File: src/rtl/dpi_pkt_feeder.sv
// dpi_pkt_feeder: producer side of the per-regex matcher stream interface.
// Maps each packet's flow tag to a stream ID, then serialises its payload.
//
// Ports:
//   clk, rst_n          clock, asynchronous active-low reset
//   in_data/in_vld/     ingress words; header = {flow tag, byte length},
//   in_sop/in_eop/      payload byte0 in [31:24]; a word is consumed
//   in_rdy              when in_vld & in_rdy
//   enable_mask         per-stream matcher enable, indexed by stream_id
//   char_out(_vld)      payload bytes, one per cycle, MSB first
//   load_state          1-cycle start-of-packet pulse
//   stream_id           table index, held from load_state through eop
//   new_stream_id       with load_state: 1 = tag missed, entry allocated
//   eop, enable         1-cycle end-of-packet pulse, enable_mask[stream_id]
//   err                 sticky framing error
//   pkt_cnt, new_cnt    packet / table-miss counters
//
// Optional macro DPI_FEEDER_STATS_EN builds pkt_cnt/new_cnt counters;
// without it both outputs are tied to zero.

module dpi_pkt_feeder #(
    parameter int LOAD_GAP = 2,
    parameter int EOP_GAP  = 2
) (
    input  logic        clk,
    input  logic        rst_n,
    input  logic [31:0] in_data,
    input  logic        in_vld,
    input  logic        in_sop,
    input  logic        in_eop,
    output logic        in_rdy,
    input  logic [63:0] enable_mask,
    output logic [7:0]  char_out,
    output logic        char_out_vld,
    output logic        load_state,
    output logic [5:0]  stream_id,
    output logic        new_stream_id,
    output logic        eop,
    output logic        enable,
    output logic        err,
    output logic [15:0] pkt_cnt,
    output logic [15:0] new_cnt
);

    typedef enum logic [2:0] {
        S_IDLE,
        S_LOOKUP,
        S_LOAD,
        S_GAP,
        S_DATA,
        S_DRAIN,
        S_EOP
    } state_t;

    state_t      state;
    logic [15:0] tag_q;
    logic [15:0] rem_q;
    logic [31:0] hold_q;
    logic [2:0]  hold_cnt;
    logic [2:0]  cnt_q;
    logic [5:0]  victim_q;

    logic [15:0] tag_tbl [64];
    logic [63:0] tag_vld;

    logic        hit;
    logic [5:0]  hit_idx;
    logic [2:0]  take;
    logic        pay_acc;
    logic        gap_last;
    logic        drain_last;
    logic        eop_short;
    logic        eop_missing;

    // Descending scan so the lowest matching index is the one kept.
    always_comb begin
        hit     = 1'b0;
        hit_idx = '0;
        for (int i = 63; i >= 0; i--) begin
            if (tag_vld[i] && tag_tbl[i] == tag_q) begin
                hit     = 1'b1;
                hit_idx = 6'(i);
            end
        end
    end

    assign gap_last   = (cnt_q == 3'(LOAD_GAP - 1));
    assign drain_last = (cnt_q == 3'(EOP_GAP - 1));

    // Payload words are taken in DATA and also in the last GAP cycle, so
    // the first byte lands exactly LOAD_GAP idle cycles after load_state.
    assign pay_acc = in_vld && in_rdy &&
                     (state == S_GAP || state == S_DATA);

    assign take        = (rem_q >= 16'd4) ? 3'd4 : rem_q[2:0];
    assign eop_short   = in_eop && (rem_q > 16'd4);
    assign eop_missing = !in_eop && (rem_q <= 16'd4);

    always_ff @(posedge clk or negedge rst_n) begin
        if (!rst_n) begin
            tag_vld <= '0;
            for (int i = 0; i < 64; i++) begin
                tag_tbl[i] <= '0;
            end
        end else if (state == S_LOOKUP && !hit) begin
            tag_vld[victim_q] <= 1'b1;
            tag_tbl[victim_q] <= tag_q;
        end
    end

    always_ff @(posedge clk or negedge rst_n) begin
        if (!rst_n) begin
            state         <= S_IDLE;
            in_rdy        <= 1'b0;
            char_out      <= '0;
            char_out_vld  <= 1'b0;
            load_state    <= 1'b0;
            stream_id     <= '0;
            new_stream_id <= 1'b0;
            eop           <= 1'b0;
            enable        <= 1'b0;
            err           <= 1'b0;
            tag_q         <= '0;
            rem_q         <= '0;
            hold_q        <= '0;
            hold_cnt      <= '0;
            cnt_q         <= '0;
            victim_q      <= '0;
        end else begin
            char_out_vld  <= 1'b0;
            load_state    <= 1'b0;
            new_stream_id <= 1'b0;
            eop           <= 1'b0;
            enable        <= 1'b0;

            unique case (state)
                S_IDLE: begin
                    in_rdy <= 1'b1;
                    if (in_vld && in_rdy) begin
                        if (in_sop) begin
                            tag_q  <= in_data[31:16];
                            rem_q  <= in_data[15:0];
                            in_rdy <= 1'b0;
                            state  <= S_LOOKUP;
                        end else begin
                            err <= 1'b1;
                        end
                    end
                end
                S_LOOKUP: begin
                    load_state    <= 1'b1;
                    new_stream_id <= !hit;
                    state         <= S_LOAD;
                    if (hit) begin
                        stream_id <= hit_idx;
                    end else begin
                        stream_id <= victim_q;
                        victim_q  <= victim_q + 6'd1;
                    end
                end
                S_LOAD: begin
                    cnt_q    <= '0;
                    hold_cnt <= '0;
                    state    <= S_GAP;
                end
                S_GAP: begin
                    cnt_q <= cnt_q + 3'd1;
                    if (cnt_q == 3'(LOAD_GAP - 2)) begin
                        in_rdy <= (rem_q != 16'd0);
                    end
                    if (gap_last) begin
                        cnt_q <= '0;
                        state <= (rem_q == 16'd0) ? S_DRAIN : S_DATA;
                    end
                end
                S_DATA: begin
                    if (rem_q == 16'd0) begin
                        in_rdy <= 1'b0;
                        cnt_q  <= '0;
                        state  <= S_DRAIN;
                    end else if (hold_cnt != 3'd0) begin
                        char_out     <= hold_q[31:24];
                        char_out_vld <= 1'b1;
                        hold_q       <= {hold_q[23:0], 8'h00};
                        hold_cnt     <= hold_cnt - 3'd1;
                        rem_q        <= rem_q - 16'd1;
                        in_rdy       <= (hold_cnt == 3'd1) &&
                                        (rem_q != 16'd1);
                    end
                end
                S_DRAIN: begin
                    cnt_q <= cnt_q + 3'd1;
                    if (drain_last) begin
                        eop    <= 1'b1;
                        enable <= enable_mask[stream_id];
                        state  <= S_EOP;
                    end
                end
                S_EOP: begin
                    in_rdy <= 1'b1;
                    state  <= S_IDLE;
                end
                default: begin
                    state <= S_IDLE;
                end
            endcase

            // Byte 0 goes straight out; the rest wait in the holding
            // buffer. An early in_eop trims the count to this word.
            if (pay_acc) begin
                char_out     <= in_data[31:24];
                char_out_vld <= 1'b1;
                hold_q       <= {in_data[23:0], 8'h00};
                hold_cnt     <= take - 3'd1;
                rem_q        <= eop_short ? 16'd3 : rem_q - 16'd1;
                in_rdy       <= 1'b0;
                if (in_sop || eop_short || eop_missing) begin
                    err <= 1'b1;
                end
            end
        end
    end

`ifdef DPI_FEEDER_STATS_EN
    always_ff @(posedge clk or negedge rst_n) begin
        if (!rst_n) begin
            pkt_cnt <= '0;
            new_cnt <= '0;
        end else begin
            if (state == S_EOP) begin
                pkt_cnt <= pkt_cnt + 16'd1;
            end
            if (state == S_LOOKUP && !hit) begin
                new_cnt <= new_cnt + 16'd1;
            end
        end
    end
`else
    assign pkt_cnt = '0;
    assign new_cnt = '0;
`endif

endmodule
File: config.mk
export PLATFORM = sky130hd
export DESIGN_NAME = dpi_pkt_feeder
export DESIGN_NICKNAME = d
export VERILOG_FILES = /design/src/rtl/dpi_pkt_feeder.sv
export SDC_FILE = /design/constraint.sdc
export NUM_CORES = 2
export LEC_CHECK = 0
export CORE_ASPECT_RATIO = 0.9
export CORE_UTILIZATION = 54
export DETAILED_ROUTE_END_ITERATION = 7
export GPL_ROUTABILITY_DRIVEN = 0
export PLACE_DENSITY = 0.8
export SETUP_SLACK_MARGIN = 0.1
export SLEW_MARGIN = 20
export SYNTH_ARGS = -nofsm -noshare
export SYNTH_HDL_FRONTEND = slang
export SYNTH_SLANG_ARGS = --single-unit
export TNS_END_PERCENT = 1
File: constraint.sdc
create_clock -name clk -period 9 [get_ports clk]
set_input_delay 1.8 -clock clk [delete_from_list [all_inputs] [get_ports clk]]
set_output_delay 1.8 -clock clk [all_outputs]
set_load 0.02 [all_outputs]
==> key figures <==
Run status
  • Status: completed

Synth
  • Top cells by area, synth: dfrtp_1, mux2_2, xnor2_1
  • Synthesis-stage register bit count: 1180
  • Post-synthesis cell type count: 75
  • Synth top area share: a little under half
  • Synth area leader: dfrtp_1
  • Share of flip-flops with an asynchronous set or reset: between 90% and 100%
  • Post-synth EDFFs: 0
  • Mapped Avg Cell Area: around 12 µm²
  • Syn. warnings: 0
  • Main synth FF type: dfrtp_1
  • Post-Syn Area: 63600 µm²
  • Synth Instances: 5106
  • Sequential area share after synthesis: a little under half

Timing
  • Worst-margin pin slew: around 1.2 ns
  • Final min period: around 6.5 ns
  • Setup slack after layout: 2.51 ns
  • RSZ-0062 raised after global routing: no
  • F_max: 154 MHz
  • TNS Setup: 0 ns
  • Period utilization: 72.1%
  • Max-slew violations: 0
  • Relative slew slack: about a fifth
  • Hold_ws: about 0.48 ns
  • Final setup violation count: 0
  • Setup Skew: between 0.05 and 0.06 ns
  • Endpoints failing hold: 0

Worst setup path
  • R2R setup slack: 2.51 ns
  • Worst reg2reg endpoint: tag_tbl[50]$_DFFE_PN0P_
  • Kind of end point of the critical path: flop
  • Reg2reg path depth: 11
  • Critical Path RT: between 9 and 10 ns
  • Critical path class: reg2reg
  • Max FO, Critical Path: 46
  • Worst setup SP type: flop
  • FF-to-FF Start: tag_q[5]$_DFFE_PN0P_
  • Critical Path AT: 7.10 ns

Job
  • Max_cap viols: 0

Clocking
  • CTS tree: built
  • Max clock buf depth: 3
  • # hold bufs at CTS: 0
  • Clk root buf: clkbuf_16
  • Post_cts resized: 0
  • Post-CTS Setup Inserts: 0
  • Number of buffers created by CTS: between 100 and 150
  • Htree depth: 3
  • Reg clk slew, reported paths: 0.07 ns
  • Clk sinks: 1180
  • Worst-Skew Late Latency: between 0.7 and 0.8 ns

Routing
  • DRC viols: 0
  • Avg Vias per Cell: slightly above 6
  • Initial DRC Count: 3469
  • Routed via count: 40900
  • WL final: 155000 µm
  • First-pass DRT Iterations: 6
  • Wirelength per Cell: 23.1 µm
  • Antenna viol nets, final: 0

Global route
  • Gr usage total: between 20% and 30%
  • Initial antenna violation count: 6
  • First-pass GRT wire length: 245000 µm
  • GRT overflow: 0
  • Vias in the first global route: 42200
  • Largest net degree at the start of global routing: around 190

Min path
  • Min-Delay Path Depth: 2
  • Min-Delay Endpoint: hold_q[29]$_DFFE_PN0P_
  • Worst min-delay path category: reg2reg
  • Worst Hold Launch: hold_q[29]$_DFFE_PN0P_

Die
  • Placeable Area: between 100000 and 150000 µm²
  • FP Rows: about 120
  • Die Footprint: 119000 µm²
  • Initial core utilization: 54.4%
  • I/O pins: roughly 150
  • Die X: 364 µm
  • Die Span Y: 327 µm

Pwr
  • Maximum vdd drop: between 0.2 and 0.3 mV
  • Total power: about 0.020 W
  • Pwr dens: between 200 and 300 nW/µm²
  • P_leak: 30.8 nW

Place
  • Dpl ws: roughly 2.7 ns
  • Hpwl dp: between 90000 and 100000 µm
  • # port buffers: approximately 120

Finish
  • Fin util: 58.9%
  • Nets: between 5000 and 6000
  • Ant diodes: 0
  • Reg area: 29600 µm²
  • Layout cells sized above 1: between 20 and 30%
  • Fillers: a little over 9000
  • Area delta synth->final: 8.24%
  • Footprint of the multi-input gates: approximately 31000 µm²
==> worst max path at each step <==
stage	end	startpoint	cells after the start	slack, ns
after CTS	tag_tbl[50]$_DFFE_PN0P_	tag_q[5]$_DFFE_PN0P_	11	2.65
final	tag_tbl[50]$_DFFE_PN0P_	tag_q[5]$_DFFE_PN0P_	11	2.51
after floorplan	enable$_DFF_PN0_	enable_mask[63]	4	5.58
after global routing	tag_tbl[2]$_DFFE_PN0P_	tag_q[2]$_DFFE_PN0P_	11	2.35
after global placement	tag_tbl[63]$_DFFE_PN0P_	tag_q[5]$_DFFE_PN0P_	11	2.77
after detailed placement	tag_tbl[50]$_DFFE_PN0P_	tag_q[2]$_DFFE_PN0P_	11	2.70
==> synthesized netlist by cell type (58+ instances only) <==
library cell  instances
dfrtp_1            1180
xnor2_1             868
mux2_2              827
nand4_1             346
mux2_4              178
xor2_1              162
nand3_1             146
clkbuf_1            140
buf_4               126
buf_6                89
nand2_1              87
nor4_1               86
o21ai_0              73
nor2_1               62
nor3_1               59
nand2b_1             58
==> report_power, final <==
| part | total (W) | internal [W] | switching [W] |
|---|---|---|---|
| combinational | 0.00805 | 0.00324 | 0.00481 |
| clock | 0.00494 | 0.00285 | 0.00209 |
| sequential | 0.00683 | 0.00579 | 0.00104 |
==> layout by cell type, fill, tap and decap left out, drive strengths merged, types with 74 or more instances in the layout <==
cell type	Yosys	final
nand4	346	346
mux2	1042	1042
xnor2	868	868
dfrtp	1180	1180
clkbuf	142	161
nor4	86	86
nand3	193	193
buf	260	78
xor2	162	162
o21ai	74	74
nand2	87	87
clkdlybuf4s50	0	120
==> area by class of cell <==
cell class | count | share of cell area, %
clock buffer | 161 | 4.66
clock inverter | 42 | 0.875
inverter | 18 | 0.0982
multi-input combinational | 3537 | 45.5
sequential | 1180 | 43.0
tap | 1573 | 2.86
timing repair buffer | 198 | 2.95
==> cells by family after synthesis <==
logic type	after synthesis	synth area share [%]
flip-flops	1180	46.5
other	1	0.00590
multiplexers	1087	20.6
AO/OA/AOI/OAI	207	2.17
adder cells (fa/ha/maj)	11	0.217
XOR/XNOR	1030	14.2
AND/OR/NAND/NOR	1170	11.8
buffers and inverters	420	4.52
==> through the flow <==
stage	instances	cell area, µm²
detailed placement	6506	65000
CTS	6709	68800
floorplan	5137	63700
global route	6709	68800
finish	6709	68800
global placement	6506	65000
==> state kept, by name, indices dropped and copies added, names as in the netlist, 6 cells and up <==
register   count
stream_id      6
tag_q         16
victim_q       6
tag_tbl     1024
rem_q         16
tag_vld       64
hold_q        24
char_out       8
==> worst max-delay path: stages, from the launching register on <==
cell and delay (ns):
dfrtp_4 0.94, buf_4 0.66, xnor2_1 0.18, nand4_1 0.12
nor4_1 0.06, a32oi_1 0.31, nand4_1 0.43, nor4_1 0.67
and3_4 0.87, buf_4 0.70, and3_1 0.89, mux2_2 0.42
==> layer usage <==
layer | wire length [µm] | vias to the layer above | GRT usage (%)
met4 | 4930 | 6 | 8.26
li1 | - | 18000 | -
met3 | 11400 | 314 | 5.90
met1 | 68000 | 21200 | 36.5
met2 | 70900 | 1292 | 41.0
met5 | 40 | - | 0
Power figures use the tool's default switching activity.
